**config.mk**
```make
export PLATFORM = sky130hd
export DESIGN_NAME = any1_vagen
export DESIGN_NICKNAME = d
export VERILOG_FILES = /design/src/rtl/any1_pkg.sv /design/src/rtl/any1_vagen.sv
export SDC_FILE = /design/constraint.sdc
export NUM_CORES = 1
export LEC_CHECK = 0
export CAP_MARGIN = 25
export CORE_MARGIN = 2
export CORE_UTILIZATION = 39
export CTS_BUF_LIST = sky130_fd_sc_hd__clkbuf_2
export DETAILED_ROUTE_END_ITERATION = 10
export GPL_ROUTABILITY_DRIVEN = 0
export PLACE_DENSITY = 0.57
export SYNTH_ARGS = -nofsm -noshare
export SYNTH_HDL_FRONTEND = slang
export SYNTH_SLANG_ARGS = --single-unit
```
**constraint.sdc**
```tcl
create_clock -name clk -period 10.9 [get_ports clk]
set_clock_uncertainty 0.1 [all_clocks]
set_input_delay 3.27 -clock clk [delete_from_list [all_inputs] [get_ports clk]]
set_output_delay 3.27 -clock clk [all_outputs]
set_load 0.05 [all_outputs]
```
**src/rtl/any1_pkg.sv**
```systemverilog
// Shared definitions for the ANY1 address-generation path: request modes and
// the default address width.
package any1_pkg;

    localparam int ANY1_AWID = 64;

    typedef enum logic [1:0] {
        SCALAR = 2'd0,
        SINDEX = 2'd1,
        STRIDE = 2'd2,
        VINDEX = 2'd3
    } agen_mode_t;

endpackage

```
**src/rtl/any1_vagen.sv**
```systemverilog
// Vector address generator: turns one scalar, indexed or strided request into
// a stream of effective addresses, one per enabled element.
module any1_vagen
    import any1_pkg::*;
#(
    parameter int  AWID  = ANY1_AWID,
    parameter int  VLMAX = 64,
    localparam int VLW   = $clog2(VLMAX + 1)
) (
    input  logic             clk,
    input  logic             rst,
    input  logic             abort,
    input  logic             req_valid,
    output logic             req_ready,
    input  logic [1:0]       req_mode,
    input  logic [AWID-1:0]  req_base,
    input  logic [AWID-1:0]  req_imm,
    input  logic [AWID-1:0]  req_stride,
    input  logic [2:0]       req_sc,
    input  logic [VLW-1:0]   req_vl,
    input  logic [VLMAX-1:0] req_mask,
    input  logic             idx_valid,
    input  logic [AWID-1:0]  idx,
    output logic             idx_ready,
    output logic             ea_valid,
    input  logic             ea_ready,
    output logic [AWID-1:0]  ea,
    output logic [VLW-1:0]   ea_elem,
    output logic             ea_last,
    output logic             busy,
    output logic             done
);

    typedef enum logic [1:0] {ST_IDLE, ST_FETCH, ST_EMIT, ST_DONE} state_t;

    state_t           state_q, state_d;
    agen_mode_t       mode_q, mode_d;
    logic [AWID-1:0]  base_imm_q, base_imm_d;
    logic [AWID-1:0]  acc_q, acc_d;
    logic [AWID-1:0]  stride_q, stride_d;
    logic [2:0]       sc_q, sc_d;
    logic [VLW-1:0]   vl_q, vl_d;
    logic [VLMAX-1:0] mask_q, mask_d;
    logic [VLW-1:0]   elem_q, elem_d;
    logic [AWID-1:0]  ea_q, ea_d;
    logic [VLW-1:0]   ea_elem_q, ea_elem_d;
    logic             ea_last_q, ea_last_d;
    logic             ea_valid_q, ea_valid_d;
    logic             done_q, done_d;

    logic [VLW-1:0]   vl_clamp;
    logic [VLMAX-1:0] vl_window;
    logic [AWID-1:0]  idx_ea;
    logic             elems_left;
    logic             cur_last;
    logic             advance;

    assign req_ready  = (state_q == ST_IDLE) && !rst;
    assign busy       = (state_q != ST_IDLE);
    assign done       = done_q;
    assign ea_valid   = ea_valid_q;
    assign ea         = ea_q;
    assign ea_elem    = ea_elem_q;
    assign ea_last    = ea_last_q;

    // mask_q shifts right as elements retire, so bit 0 is always the current element.
    assign elems_left = (elem_q != vl_q);
    assign cur_last   = ((mask_q >> 1) == '0);
    assign idx_ea     = base_imm_q + (idx << sc_q);
    assign idx_ready  = !rst && (state_q == ST_FETCH) &&
                        ((mode_q == SINDEX) || ((mode_q == VINDEX) && elems_left));

    always_comb begin
        vl_window = '0;
        vl_clamp  = (req_vl > VLW'(VLMAX)) ? VLW'(VLMAX) : req_vl;
        for (int i = 0; i < VLMAX; i++) begin
            vl_window[i] = (i < int'(vl_clamp));
        end
    end

    always_comb begin
        // NOTE: every _d starts from its _q so no path through this block can infer a latch.
        state_d    = state_q;
        mode_d     = mode_q;
        base_imm_d = base_imm_q;
        acc_d      = acc_q;
        stride_d   = stride_q;
        sc_d       = sc_q;
        vl_d       = vl_q;
        mask_d     = mask_q;
        elem_d     = elem_q;
        ea_d       = ea_q;
        ea_elem_d  = ea_elem_q;
        ea_last_d  = ea_last_q;
        ea_valid_d = ea_valid_q;
        advance    = 1'b0;

        case (state_q)
            ST_IDLE: begin
                if (req_valid && req_ready) begin
                    mode_d     = agen_mode_t'(req_mode);
                    base_imm_d = req_base + req_imm;
                    acc_d      = req_base + req_imm;
                    stride_d   = req_stride;
                    sc_d       = req_sc;
                    vl_d       = vl_clamp;
                    mask_d     = req_mask & vl_window;
                    elem_d     = '0;
                    state_d    = ST_FETCH;
                end
            end
            ST_FETCH: begin
                case (mode_q)
                    SCALAR: begin
                        ea_d       = base_imm_q;
                        ea_elem_d  = '0;
                        ea_last_d  = 1'b1;
                        ea_valid_d = 1'b1;
                        state_d    = ST_EMIT;
                    end
                    SINDEX: begin
                        if (idx_valid) begin
                            ea_d       = idx_ea;
                            ea_elem_d  = '0;
                            ea_last_d  = 1'b1;
                            ea_valid_d = 1'b1;
                            state_d    = ST_EMIT;
                        end
                    end
                    default: begin
                        if (!elems_left) begin
                            state_d = ST_DONE;
                        end else if ((mode_q == STRIDE) || idx_valid) begin
                            if (mask_q[0]) begin
                                ea_d       = (mode_q == STRIDE) ? acc_q : idx_ea;
                                ea_elem_d  = elem_q;
                                ea_last_d  = cur_last;
                                ea_valid_d = 1'b1;
                                state_d    = ST_EMIT;
                            end else begin
                                advance = 1'b1;
                            end
                        end
                    end
                endcase
            end
            ST_EMIT: begin
                if (ea_ready) begin
                    ea_valid_d = 1'b0;
                    if ((mode_q == SCALAR) || (mode_q == SINDEX)) begin
                        state_d = ST_DONE;
                    end else begin
                        advance = 1'b1;
                        state_d = ST_FETCH;
                    end
                end
            end
            ST_DONE: state_d = ST_IDLE;
            default: state_d = ST_IDLE;
        endcase

        // Stride addresses come from a running sum, never from e*stride.
        if (advance) begin
            acc_d  = acc_q + stride_q;
            elem_d = elem_q + VLW'(1);
            mask_d = mask_q >> 1;
        end

        done_d = (state_d == ST_DONE);

        // Abort wins over any handshake in the same cycle, including a pending ea transfer.
        if (abort) begin
            state_d    = ST_IDLE;
            ea_valid_d = 1'b0;
            done_d     = 1'b0;
        end
    end

    always_ff @(posedge clk) begin
        // NOTE: state is updated with non-blocking assignments so every flop samples pre-edge values.
        if (rst) begin
            state_q    <= ST_IDLE;
            mode_q     <= SCALAR;
            base_imm_q <= '0;
            acc_q      <= '0;
            stride_q   <= '0;
            sc_q       <= '0;
            vl_q       <= '0;
            mask_q     <= '0;
            elem_q     <= '0;
            ea_q       <= '0;
            ea_elem_q  <= '0;
            ea_last_q  <= 1'b0;
            ea_valid_q <= 1'b0;
            done_q     <= 1'b0;
        end else begin
            state_q    <= state_d;
            mode_q     <= mode_d;
            base_imm_q <= base_imm_d;
            acc_q      <= acc_d;
            stride_q   <= stride_d;
            sc_q       <= sc_d;
            vl_q       <= vl_d;
            mask_q     <= mask_d;
            elem_q     <= elem_d;
            ea_q       <= ea_d;
            ea_elem_q  <= ea_elem_d;
            ea_last_q  <= ea_last_d;
            ea_valid_q <= ea_valid_d;
            done_q     <= done_d;
        end
    end

endmodule

```
======== After elaboration in Yosys (flattened, before gate mapping) ========
Cells that the tools add are included.
operators by class
  $add $sub $neg .......................... 4
  $lt $le $gt $ge ......................... 65
  eq/ne operators ......................... 14
  shifts and indexed selects .............. 1
  muxes and demuxes ....................... 48
  bitwise gates (word level) .............. 1
  reduce and logical (&&, ||, !) cells .... 26
operators by type and width
  operator                                                                  count
  64-bit two-way mux                                                        8
  6-bit by 7-bit < comparator with 1-bit output (first input constant)      32
  64-bit adder                                                              3
  63-bit two-way mux                                                        3
  64-bit case mux with 2 select lines                                       1
  5-bit by 7-bit < comparator with 1-bit output (first input constant)      16
  64-bit bitwise AND                                                        1
  64-bit zero test                                                          1
  64-bit by 3-bit left shift with 64-bit output                             1
  4-bit by 7-bit < comparator with 1-bit output (first input constant)      8
  7-bit two-way mux                                                         8
  3-bit by 7-bit < comparator with 1-bit output (first input constant)      4
  1-bit by 7-bit < comparator with 1-bit output (first input constant)      2
  2-bit by 7-bit < comparator with 1-bit output (first input constant)      2
  1-bit two-way mux                                                         14
  2-bit two-way mux                                                         7
  7-bit case mux with 2 select lines                                        1
  2-bit equality test (second input constant)                               5
  3-bit nonzero test                                                        3
  4-bit by 2-bit inequality test with 1-bit output (second input constant)  2
  1-bit case mux with 2 select lines                                        4
  2-bit case mux with 4 select lines                                        1
  2-bit nonzero test                                                        4
  7-bit by 1-bit adder with 7-bit output (second input constant)            1
  other kinds (15)                                                          27
word-level totals
  bits in registers ....................... 351
  bits of input ports ..................... 338
  output and inout bits ................... 77
  word-level logic and storage cells ...... 174

======== Logic depth before layout (Yosys ltp) ========
Gate-level depths: netlist of run 1.
  word-level depth ........................ 8
  gate-level depth with buffers ........... 20
  mapped depth without buffers ............ 17

======== Least setup slack after synthesis of run 1 ========
No wires, ideal clock.
  path kind ............................... input-to-output
  start ................................... input port rst
  end ..................................... output port idx_ready
  arrival ................................. 4.414 ns
  data required time ...................... 7.530 ns
  path slack .............................. 3.116 ns
  cell stages on the path ................. 4
  path buffers ............................ 1
  cell sequence ........................... clkbuf_1 -> nor2b_1 -> nand2_1 -> a21oi_1
on the way
  longest elaborated chain between the ends .. 3
RTL lines
  item                             RTL line          text
  from (decl)                      any1_vagen.sv:11  input logic rst,
  1-bit zero test                  any1_vagen.sv:70  assign idx_ready = !rst && (state_q == ST_FETCH) &&
  1-bit logical AND (2 in series)  any1_vagen.sv:70
  to (decl)                        any1_vagen.sv:24  output logic idx_ready,
Every way passes these cells.

======== Worst setup path in the final report of run 1 ========
Ends and elaborated chain as after synthesis.

==> metrics.txt, run 1 <==
# TYPE chip_impl_metric gauge
chip_impl_metric{name="power_leakage",unit="nW"} 12.96
chip_impl_info{name="synth_top_area_cell",value="dfxtp_1"} 1
chip_impl_metric{name="fmax",unit="MHz"} 120.5
chip_impl_metric{name="detailedPlace.worstSlack",unit="ns"} 2.638
chip_impl_metric{name="cts_repair_resize_count",unit=""} 0
chip_impl_metric{name="antenna_violating_nets_left",unit=""} 0
chip_impl_metric{name="dr_total_vias",unit=""} 28710
chip_impl_metric{name="timing.max_slew.rel_slack",unit=""} 0.2792
chip_impl_metric{name="max_cap_viols",unit=""} 0
chip_impl_metric{name="core_area",unit="µm²"} 70270
chip_impl_metric{name="postSynthRegisterBits",unit=""} 351
chip_impl_metric{name="postSynthCellCount",unit=""} 3650
chip_impl_info{name="worstHoldEndpoint",value="mask_q[24]"} 1
chip_impl_metric{name="vdd_ir_drop_max",unit="µV"} 66.03
chip_impl_info{name="synth_most_common_cell",value="nand2_1"} 1
chip_impl_metric{name="buffer_ports.inserted",unit=""} 414
chip_impl_metric{name="yosys.area.top_type_share",unit=""} 0.2527
chip_impl_metric{name="hpwl",unit="mm"} 81.18
chip_impl_metric{name="dieArea",unit="µm²"} 73460
chip_impl_metric{name="worst_slew_pin_slew",unit="ns"} 1.081
chip_impl_metric{name="fin_nets",unit=""} 4453
chip_impl_metric{name="detail_route.wirelength",unit="mm"} 104.6
chip_impl_metric{name="timing.reg2reg.setup_slack",unit="ns"} 5.48
chip_impl_info{name="clockRootBuffer",value="clkbuf_2"} 1
chip_impl_metric{name="synthDistinctLibCells",unit=""} 92
chip_impl_info{name="crit_start",value="rst"} 1
chip_impl_info{name="outcome",value="complete, no violations"} 1
chip_impl_metric{name="fin_util",unit=""} 0.4729
chip_impl_metric{name="synth_area_per_cell",unit="µm²"} 7.619
chip_impl_metric{name="cts.path.max_buffers",unit=""} 3
chip_impl_metric{name="cts.reportedPaths.clkPinSlew",unit="ns"} 0.10
chip_impl_info{name="top_flip_flop_cell_by_instance_count_after_synthesis",value="dfxtp_1"} 1
chip_impl_metric{name="floorplan.rows",unit=""} 97
chip_impl_metric{name="hold_path_depth",unit=""} 2
chip_impl_metric{name="synth-warning-count",unit=""} 0
chip_impl_metric{name="max_slew_violation_count",unit=""} 0
chip_impl_metric{name="grt_antenna_before_repair",unit=""} 3
chip_impl_metric{name="synth_nets",unit=""} 4185
chip_impl_info{name="critical_path.startpoint_type",value="input port"} 1
chip_impl_metric{name="grt_util_all_layers",unit=""} 0.2715
chip_impl_metric{name="drive_above_1_share",unit=""} 0.08055
chip_impl_info{name="regToRegEndpoint",value="ea[62]"} 1
chip_impl_metric{name="synthArstFlopShare",unit=""} 0
chip_impl_metric{name="r2r.worst_path.cells",unit=""} 14
chip_impl_metric{name="clock_insertion_delay_at_the_later_pin_of_the_skew_report",unit="ns"} 1.14
chip_impl_metric{name="first_iter_violations",unit=""} 3014
chip_impl_metric{name="timing_hold_violations_final",unit=""} 0
chip_impl_metric{name="worst_ep_arrival_time",unit="ns"} 4.93
chip_impl_metric{name="htree_levels",unit=""} 3
chip_impl_metric{name="synth.yosys.seq_area_share",unit=""} 0.2527
chip_impl_metric{name="remaining_drc_errors",unit=""} 0
chip_impl_info{name="grt_setup_unrepaired",value="no"} 1
chip_impl_metric{name="grt_pass1_vias",unit=""} 25930
chip_impl_info{name="tritoncts",value="built"} 1
chip_impl_metric{name="synth_area",unit="µm²"} 27810
chip_impl_info{name="r2r_start",value="sc_q[1]"} 1
chip_impl_metric{name="post_cts.repair.setup_buffers",unit=""} 0
chip_impl_info{name="critPathKind",value="input port to output pin"} 1
chip_impl_metric{name="cts_buffers",unit=""} 94
chip_impl_metric{name="fin_setup_tns",unit="ns"} 0
chip_impl_metric{name="die_w",unit="µm"} 271.0
chip_impl_metric{name="crit_path_max_fanout",unit=""} 42
chip_impl_metric{name="clkSinkCount",unit=""} 351
chip_impl_metric{name="fin_total_pwr",unit="mW"} 4.096
chip_impl_metric{name="synth_enable_flop_cells",unit=""} 0
chip_impl_metric{name="chipHeight",unit="µm"} 271.0
chip_impl_info{name="worst_hold_startpoint",value="mask_q[25]"} 1
chip_impl_metric{name="worstPathRequired",unit="ns"} 7.53
chip_impl_metric{name="detailedRoute.firstPassIterationCount",unit=""} 5
chip_impl_metric{name="final.period_utilization",unit=""} 0.7613
chip_impl_metric{name="cts-hold-fix-buffers",unit=""} 0
chip_impl_metric{name="pwr_density_cell",unit="nW/µm²"} 123.2
chip_impl_info{name="worstHoldPathType",value="flop to flop"} 1
chip_impl_metric{name="finalCriticalPeriod",unit="ns"} 8.299
chip_impl_metric{name="routed_length_per_placed_instance",unit="µm"} 21.22
chip_impl_info{name="synth_top_cells_by_area",value="dfxtp_1, ha_1, nand2_1, a21oi_1, o21ai_0"} 1
chip_impl_metric{name="grt_max_degree",unit=""} 162
chip_impl_metric{name="floorplan.io_pins",unit=""} 415
chip_impl_info{name="top_cells_by_instance_count_after_synthesis",value="nand2_1, a21oi_1, dfxtp_1"} 1
chip_impl_info{name="worst_setup_path_end_kind",value="output pin"} 1
chip_impl_metric{name="finalSetupViolCount",unit=""} 0
chip_impl_metric{name="vias_per_cell",unit=""} 5.828
chip_impl_metric{name="grt_first_pass_wirelength",unit="mm"} 156.1
chip_impl_metric{name="grt_remaining_overflow",unit=""} 0
chip_impl_metric{name="areaGrowthSynthToFinish",unit="%"} 19.50
chip_impl_metric{name="initial_core_utilization",unit=""} 0.3958
chip_impl_metric{name="worst_slack",unit="ns"} 2.601
worst max-delay path: stages:
cell and delay (ns):
buf_6 0.21, nor2b_1 0.24, nand2_1 0.08, a21oi_1 0.18
clkdlybuf4s50_1 0.92
stage by stage:
| step | instance area [µm²] | cells | hold WS (ns) |
|---|---|---|---|
| finish | 33230 | 4927 | 0.3204 |
| global route | 33230 | 4927 | 0.3525 |
| CTS | 33200 | 4924 | 0.3140 |
| floorplan | 27810 | 3650 | 0.3352 |
| global placement | 32340 | 4760 | 0.3399 |
| detailed placement | 32350 | 4761 | 0.3471 |
worst max-delay path by stage:
stage	to	slack (ns)	depth (start not counted)
after floorplan	idx_ready	3.12	4
after global placement	idx_ready	2.65	5
after detailed placement	idx_ready	2.64	5
after CTS	idx_ready	2.62	5
after global routing	idx_ready	2.57	5
final	idx_ready	2.60	5
final cells by class:
| type | count | area (µm²) |
|---|---|---|
| diodes | 2 | 5.005 |
| clock buffers | 140 | 700.7 |
| clock inverters | 23 | 153.9 |
| fillers | 7158 | 37040 |
| inverters | 55 | 206.4 |
| multi-input cells | 2981 | 19620 |
| flip-flops and latches | 351 | 7041 |
| well taps | 940 | 1176 |
| repair buffers | 435 | 4335 |
per-layer routing:
layer	GRT usage	up-vias	routed length, µm
met5	0	-	12
met4	0.06092	2	1705
met3	0.04287	115	8941
met2	0.3724	1218	41710
met1	0.4322	13360	52180
li1	-	14020	-
cells by family (layout without fill, tap and decap cells):
family                   count (synthesis)  in the layout  synth area share
AO/OA/AOI/OAI                         1190           1190            0.2757
other                                    0              2                 0
multiplexers                           160            160           0.07999
adder cells (fa/ha/maj)                197            197           0.08944
flip-flops                             351            351            0.2527
buffers and inverters                  318            653           0.04404
AND/OR/NAND/NOR                       1246           1246            0.1990
XOR/XNOR                               188            188           0.05921
sequential cells by signal, summed over array words and instances, names as in the netlist, 7 cells and up:
register and cells:
acc_q 64, base_imm_q 64, ea 64, ea_elem 7, elem_q 7, mask_q 64, stride_q 64, vl_q 7
cells in the final DEF (no fill, tap or decap), types with 92 or more instances in the layout:
| cell | netlist | routed |
|---|---|---|
| nor2_1 | 257 | 256 |
| a21o_1 | 93 | 93 |
| dfxtp_1 | 351 | 346 |
| a21oi_1 | 372 | 372 |
| nand3_1 | 105 | 103 |
| nand2_1 | 584 | 583 |
| clkdlybuf4s50_1 | 0 | 413 |
| xor2_1 | 92 | 92 |
| clkbuf_2 | 0 | 140 |
| ha_1 | 194 | 194 |
| a211oi_1 | 98 | 98 |
| o21ai_0 | 218 | 218 |
| xnor2_1 | 96 | 96 |
power breakdown:
part / internal [mW] / switching, mW / leakage [nW] / total (mW)
registers: 1.37 / 0.123 / 2.87 / 1.50
clock network: 0.389 / 0.593 / 0.661 / 0.982
logic: 0.655 / 0.961 / 9.43 / 1.62
Power figures use the tool's default switching activity.
==> run 2: changes to the inputs <==
==> constraint.sdc (replaced) <==
create_clock -name clk -period 8.51 [get_ports clk]
set_clock_uncertainty 0.1 [all_clocks]
set_input_delay 2.553 -clock clk [delete_from_list [all_inputs] [get_ports clk]]
set_output_delay 2.553 -clock clk [all_outputs]
set_load 0.05 [all_outputs]
==> metrics.txt, run 2 (synthesized netlist as in run 1, its figures left out) <==
# TYPE chip_impl_metric gauge
chip_impl_info{name="outcome",value="complete, no violations"} 1
chip_impl_metric{name="crit_path_max_fanout",unit=""} 36
chip_impl_metric{name="final-instance-count-excl-fill",unit=""} 4912
chip_impl_metric{name="final.period_utilization",unit=""} 0.8196
chip_impl_metric{name="vias_per_cell",unit=""} 5.854
chip_impl_metric{name="clock_power_share",unit=""} 0.230
chip_impl_metric{name="floorplan.io_pins",unit=""} 415
chip_impl_metric{name="hpwl",unit="mm"} 82.19
chip_impl_info{name="cp_slowest_cell",value="clkdlybuf4s50_1"} 1
chip_impl_metric{name="dieArea",unit="µm²"} 73460
chip_impl_metric{name="htree_levels",unit=""} 3
chip_impl_metric{name="max_cap_viols",unit=""} 0
chip_impl_metric{name="vdd_ir_drop_max",unit="µV"} 78.82
chip_impl_metric{name="max_slew_violation_count",unit=""} 0
chip_impl_info{name="path_delay_family",value="buffers and inverters"} 1
chip_impl_metric{name="finalSetupViolCount",unit=""} 0
chip_impl_metric{name="worst_ep_arrival_time",unit="ns"} 4.32
chip_impl_info{name="worst_setup_path_end_kind",value="output pin"} 1
chip_impl_info{name="tritoncts",value="built"} 1
chip_impl_metric{name="share_of_total_power_consumed_by_net_switching",unit=""} 0.4144
chip_impl_metric{name="die_w",unit="µm"} 271.0
chip_impl_metric{name="grt_pass1_vias",unit=""} 26520
chip_impl_metric{name="antenna_violating_nets_left",unit=""} 0
chip_impl_metric{name="grt_first_pass_wirelength",unit="mm"} 158.1
chip_impl_metric{name="comb_power_share",unit=""} 0.399
chip_impl_metric{name="fmax",unit="MHz"} 143.4
chip_impl_metric{name="peak_per_stage_delay_on_the_critical_path",unit="ns"} 0.93
chip_impl_info{name="critPathKind",value="input port to output pin"} 1
chip_impl_metric{name="timing.max_slew.rel_slack",unit=""} 0.3220
chip_impl_metric{name="placedCellCount",unit=""} 4762
chip_impl_metric{name="holdWs",unit="ns"} 0.3557
chip_impl_metric{name="power_frac_seq",unit=""} 0.371
chip_impl_metric{name="initial_core_utilization",unit=""} 0.3958
chip_impl_metric{name="detail_route.wirelength",unit="mm"} 105.0
chip_impl_metric{name="finalCriticalPeriod",unit="ns"} 6.975
chip_impl_metric{name="first_iter_violations",unit=""} 2883
chip_impl_info{name="path_cells",value="buf_6, nor2b_1, nand2_1, a21oi_1, clkdlybuf4s50_1"} 1
chip_impl_metric{name="pwr_density_cell",unit="nW/µm²"} 156.6
chip_impl_metric{name="fin_util",unit=""} 0.4712
chip_impl_metric{name="remaining_drc_errors",unit=""} 0
chip_impl_metric{name="areaGrowthSynthToFinish",unit="%"} 19.07
chip_impl_info{name="final_common_cell",value="nand2_1"} 1
chip_impl_metric{name="worst_slew_pin_slew",unit="ns"} 1.015
chip_impl_metric{name="grt_util_all_layers",unit=""} 0.2749
chip_impl_metric{name="internal_power",unit="mW"} 3.037
chip_impl_metric{name="fin_setup_tns",unit="ns"} 0
chip_impl_info{name="worstHoldPathType",value="flop to flop"} 1
chip_impl_metric{name="detailedRoute.firstPassIterationCount",unit=""} 5
chip_impl_info{name="final_cell_mix",value="nand2_1, clkdlybuf4s50_1, a21oi_1"} 1
chip_impl_metric{name="cts.path.max_buffers",unit=""} 3
chip_impl_metric{name="cp.buffers_inverters",unit=""} 2
chip_impl_metric{name="cts.reportedPaths.clkPinSlew",unit="ns"} 0.09
chip_impl_metric{name="switching_power",unit="mW"} 2.149
chip_impl_metric{name="floorplan.rows",unit=""} 97
chip_impl_metric{name="buffer_ports.inserted",unit=""} 414
chip_impl_metric{name="routed_length_per_placed_instance",unit="µm"} 21.38
chip_impl_metric{name="dr_total_vias",unit=""} 28760
chip_impl_metric{name="worstPathRequired",unit="ns"} 5.86
chip_impl_metric{name="grt_remaining_overflow",unit=""} 0
chip_impl_metric{name="clock_insertion_delay_at_the_later_pin_of_the_skew_report",unit="ns"} 1.13
chip_impl_metric{name="grt_antenna_before_repair",unit=""} 3
chip_impl_metric{name="cts_repair_resize_count",unit=""} 0
chip_impl_metric{name="post_cts.repair.setup_buffers",unit=""} 0
chip_impl_metric{name="cts-hold-fix-buffers",unit=""} 0
chip_impl_metric{name="clkSinkCount",unit=""} 351
chip_impl_metric{name="fin_nets",unit=""} 4453
chip_impl_metric{name="cts_buffers",unit=""} 94
chip_impl_info{name="grt_setup_unrepaired",value="no"} 1
chip_impl_metric{name="grt_max_degree",unit=""} 99
chip_impl_metric{name="drive_above_1_share",unit=""} 0.07807
chip_impl_metric{name="timing_hold_violations_final",unit=""} 0
chip_impl_info{name="critical_path.startpoint_type",value="input port"} 1
chip_impl_metric{name="core_area",unit="µm²"} 70270
chip_impl_metric{name="power_leakage",unit="nW"} 12.88
chip_impl_info{name="clockRootBuffer",value="clkbuf_2"} 1
chip_impl_metric{name="chipHeight",unit="µm"} 271.0
run 2: cell count changes in the layout (fill, tap and decap cells not counted), sizes merged:
cell	before	now
bufinv	2	1
diode	2	1
inv	57	55
clkinvlp	1	2
clkinv	18	15
clkbuf	140	131
run 2: cell type report:
cell class	count	area (µm²)
fillers	7140	37160
multi-input cells	2981	19620
flip-flops and latches	351	7041
repair buffers	435	4303
well taps	940	1176
clock buffers	131	655.6
inverters	55	206.4
clock inverters	18	112.6
diodes	1	2.502
run 2: per-stage QoR:
step | area [µm²] | power, mW | setup slack, ns
after floorplan | 27810 | 3.281 | 2.160
after global placement | 32330 | 3.976 | 1.350
after detailed placement | 32340 | 3.972 | 1.353
after CTS | 33110 | 5.170 | 1.501
after global routing | 33110 | 5.484 | 1.501
final | 33110 | 5.187 | 1.535
run 2: worst paths after layout:
kind / cells after the start / end / slack (ns) / startpoint
worst min-delay path: 2 / ea_elem[0] / 0.36 / ea_elem[0]
worst max-delay path: 5 / idx_ready / 1.54 / rst
worst min register to register: 2 / ea_elem[0] / 0.36 / ea_elem[0]
worst max register to register: 13 / ea[50] / 3.04 / sc_q[1]
run 2: power by group through the flow:
stage | Clock (mW) | Sequential, mW | Combinational [mW]
after detailed placement | 0 | 1.96 | 2.02
after CTS | 1.22 | 1.92 | 2.03
after floorplan | 0 | 1.90 | 1.38
final | 1.19 | 1.93 | 2.07
after global routing | 1.29 | 1.94 | 2.25
after global placement | 0 | 1.96 | 2.02
run 2: per-layer routing:
metal,part of all wire,GRT usage
met1,0.50,0.4319
met2,0.39,0.3762
met3,0.089,0.04988
met4,0.019,0.06848
met5,0.00012,0
run 2: worst reg2reg max path, stage by stage, from the launching register on:
cell       delay [ns]
dfxtp_2          0.65
buf_4            0.59
mux2_2           0.45
mux4_2           0.50
ha_1             0.44
and4_1           0.26
nand3_1          0.14
or4_1            0.61
a2111oi_2        0.50
nor3_1           0.22
o31ai_1          0.41
xor2_1           0.12
a221oi_1         0.29
nor2_1           0.06
==> run 3: changes to the inputs <==
==> constraint.sdc (replaced) <==
create_clock -name clk -period 6.8 [get_ports clk]
set_clock_uncertainty 0.1 [all_clocks]
set_input_delay 2.04 -clock clk [delete_from_list [all_inputs] [get_ports clk]]
set_output_delay 2.04 -clock clk [all_outputs]
set_load 0.05 [all_outputs]
==> metrics.txt, run 3 (synthesized netlist as in run 1, its figures left out) <==
# TYPE chip_impl_metric gauge
chip_impl_metric{name="worst_slew_pin_slew",unit="ns"} 1.018
chip_impl_info{name="cp_slowest_cell",value="clkdlybuf4s50_1"} 1
chip_impl_info{name="critical_path.startpoint_type",value="input port"} 1
chip_impl_metric{name="fin_util",unit=""} 0.4725
chip_impl_metric{name="dpl_cell_area",unit="µm²"} 32410
chip_impl_metric{name="grt_util_all_layers",unit=""} 0.2747
chip_impl_metric{name="grt_pass1_vias",unit=""} 26430
chip_impl_metric{name="timing.reg2reg.setup_slack",unit="ns"} 1.50
chip_impl_info{name="path_cells",value="buf_6, nor2b_1, nand2_1, a21oi_1, clkdlybuf4s50_1"} 1
chip_impl_metric{name="cts_repair_resize_count",unit=""} 0
chip_impl_metric{name="worst_slack",unit="ns"} 0.9780
chip_impl_metric{name="vias_per_cell",unit=""} 5.853
chip_impl_metric{name="clkSinkCount",unit=""} 351
chip_impl_metric{name="pwr_density_cell",unit="nW/µm²"} 195.6
chip_impl_metric{name="peak_per_stage_delay_on_the_critical_path",unit="ns"} 0.93
chip_impl_metric{name="dieArea",unit="µm²"} 73460
chip_impl_metric{name="worstPathRequired",unit="ns"} 4.66
chip_impl_metric{name="grt_max_degree",unit=""} 142
chip_impl_metric{name="post_cts.repair.setup_buffers",unit=""} 0
chip_impl_metric{name="first_iter_violations",unit=""} 2874
chip_impl_metric{name="final.period_utilization",unit=""} 0.8562
chip_impl_metric{name="cts_buffers",unit=""} 93
chip_impl_metric{name="cp.buffers_inverters",unit=""} 2
chip_impl_metric{name="grt_first_pass_wirelength",unit="mm"} 158.2
chip_impl_metric{name="antenna_violating_nets_left",unit=""} 0
chip_impl_metric{name="fin_setup_tns",unit="ns"} 0
chip_impl_metric{name="fmax",unit="MHz"} 171.8
chip_impl_metric{name="drive_above_1_share",unit=""} 0.07928
chip_impl_metric{name="die_w",unit="µm"} 271.0
chip_impl_metric{name="vdd_ir_drop_max",unit="µV"} 82.66
chip_impl_metric{name="r2r.worst_path.cells",unit=""} 12
chip_impl_metric{name="clock_insertion_delay_at_the_later_pin_of_the_skew_report",unit="ns"} 1.11
chip_impl_metric{name="hpwl",unit="mm"} 82.54
chip_impl_metric{name="detailedRoute.firstPassIterationCount",unit=""} 5
chip_impl_metric{name="n_fill_cell",unit=""} 7181
chip_impl_metric{name="cts-hold-fix-buffers",unit=""} 0
chip_impl_info{name="r2r_start",value="sc_q[1]"} 1
chip_impl_metric{name="placedCellCount",unit=""} 4770
chip_impl_metric{name="hold_path_depth",unit=""} 2
chip_impl_info{name="grt_setup_unrepaired",value="no"} 1
chip_impl_metric{name="floorplan.rows",unit=""} 97
chip_impl_info{name="tritoncts",value="built"} 1
chip_impl_info{name="worst_setup_path_end_kind",value="output pin"} 1
chip_impl_metric{name="grt_remaining_overflow",unit=""} 0
chip_impl_metric{name="final-instance-count-excl-fill",unit=""} 4928
chip_impl_info{name="clockRootBuffer",value="clkbuf_2"} 1
chip_impl_info{name="worstHoldEndpoint",value="ea_elem[6]"} 1
chip_impl_metric{name="worst_ep_arrival_time",unit="ns"} 3.68
chip_impl_info{name="outcome",value="complete, no violations"} 1
chip_impl_metric{name="grt_antenna_before_repair",unit=""} 1
chip_impl_metric{name="buffer_ports.inserted",unit=""} 414
chip_impl_metric{name="remaining_drc_errors",unit=""} 0
chip_impl_metric{name="timing.max_slew.rel_slack",unit=""} 0.3215
chip_impl_info{name="worst_hold_startpoint",value="ea_elem[6]"} 1
chip_impl_metric{name="cts.path.max_buffers",unit=""} 3
chip_impl_info{name="final_cell_mix",value="nand2_1, clkdlybuf4s50_1, a21oi_1"} 1
chip_impl_metric{name="core_area",unit="µm²"} 70270
chip_impl_metric{name="chipHeight",unit="µm"} 271.0
chip_impl_info{name="worstHoldPathType",value="flop to flop"} 1
chip_impl_info{name="path_delay_family",value="buffers and inverters"} 1
chip_impl_metric{name="detail_route.wirelength",unit="mm"} 105.0
chip_impl_metric{name="fin_nets",unit=""} 4460
chip_impl_metric{name="fin_area",unit="µm²"} 33200
chip_impl_metric{name="areaGrowthSynthToFinish",unit="%"} 19.39
chip_impl_info{name="regToRegEndpoint",value="ea[50]"} 1
chip_impl_metric{name="max_cap_viols",unit=""} 0
chip_impl_metric{name="detailedPlace.worstSlack",unit="ns"} 0.3307
chip_impl_metric{name="power_leakage",unit="nW"} 12.93
chip_impl_metric{name="routed_length_per_placed_instance",unit="µm"} 21.30
chip_impl_metric{name="cts.reportedPaths.clkPinSlew",unit="ns"} 0.11
chip_impl_metric{name="floorplan.io_pins",unit=""} 415
chip_impl_metric{name="max_slew_violation_count",unit=""} 0
chip_impl_metric{name="htree_levels",unit=""} 3
chip_impl_metric{name="dr_total_vias",unit=""} 28840
chip_impl_metric{name="timing_hold_violations_final",unit=""} 0
chip_impl_metric{name="initial_core_utilization",unit=""} 0.3958
chip_impl_metric{name="crit_path_max_fanout",unit=""} 25
chip_impl_info{name="critPathKind",value="input port to output pin"} 1
chip_impl_metric{name="finalSetupViolCount",unit=""} 0
chip_impl_info{name="final_common_cell",value="nand2_1"} 1
chip_impl_metric{name="finalCriticalPeriod",unit="ns"} 5.822
run 3: cell count changes in the layout (fill, tap and decap cells not counted):
cell        previous run  this run
clkinv_1               9        18
buf_4                 21        28
clkbuf_2             131       128
buf_12                 0         1
clkinv_2               5         6
clkinvlp_4             2         1
diode_2                1         2
inv_2                  2         3
nor2_2                 0         1
nor2_4                 1         0
run 3: where the power goes:
group | switching, mW | internal, mW | total (mW)
clock network | 0.933 | 0.546 | 1.48
registers | 0.210 | 2.20 | 2.41
logic | 1.54 | 1.06 | 2.60
total | 2.69 | 3.81 | 6.49
run 3: per-stage QoR:
stage / total power [mW] / hold slack, ns
detailed placement: 4.982 / 0.3461
CTS: 6.478 / 0.3602
floorplan: 4.106 / 0.3352
global placement: 4.992 / 0.3391
finish: 6.493 / 0.3582
global route: 6.877 / 0.3757
run 3: final cells by class:
type	count	area (µm²)	area share
tap	940	1176	0.03542
clock inverter	28	147.6	0.004447
sequential	351	7041	0.2120
antenna	2	5.005	0.0001507
multi-input combinational	2981	19610	0.5906
inverter	55	206.4	0.006218
clock buffer	128	640.6	0.01929
timing repair buffer	443	4375	0.1318
run 3: worst max path at each step:
stage | start | endpoint | depth (start not counted)
2_1_floorplan | idx[7] | ea[48] | 14
3_3_place_gp | idx[20] | ea[50] | 13
3_5_place_dp | idx[20] | ea[62] | 14
4_1_cts | elem_q[5] | idx_ready | 5
5_1_grt | elem_q[3] | idx_ready | 5
6_report | rst | idx_ready | 5
run 3: per-layer routing:
metal | global-route usage | part of all wire
met5 | 0 | 0
met4 | 0.07313 | 0.020
met2 | 0.3772 | 0.39
met3 | 0.03692 | 0.087
met1 | 0.4368 | 0.50
run 3: worst register-to-register path, stage by stage, from the launching register on:
cell       delay [ns]
dfxtp_2          0.84
buf_4            0.51
mux2_2           0.43
mux4_2           0.54
ha_1             0.45
nand2_1          0.14
or4_1            0.59
a2111oi_2        0.45
nor3_1           0.22
o31ai_1          0.41
xor2_1           0.12
a221oi_1         0.30
nor2_1           0.07
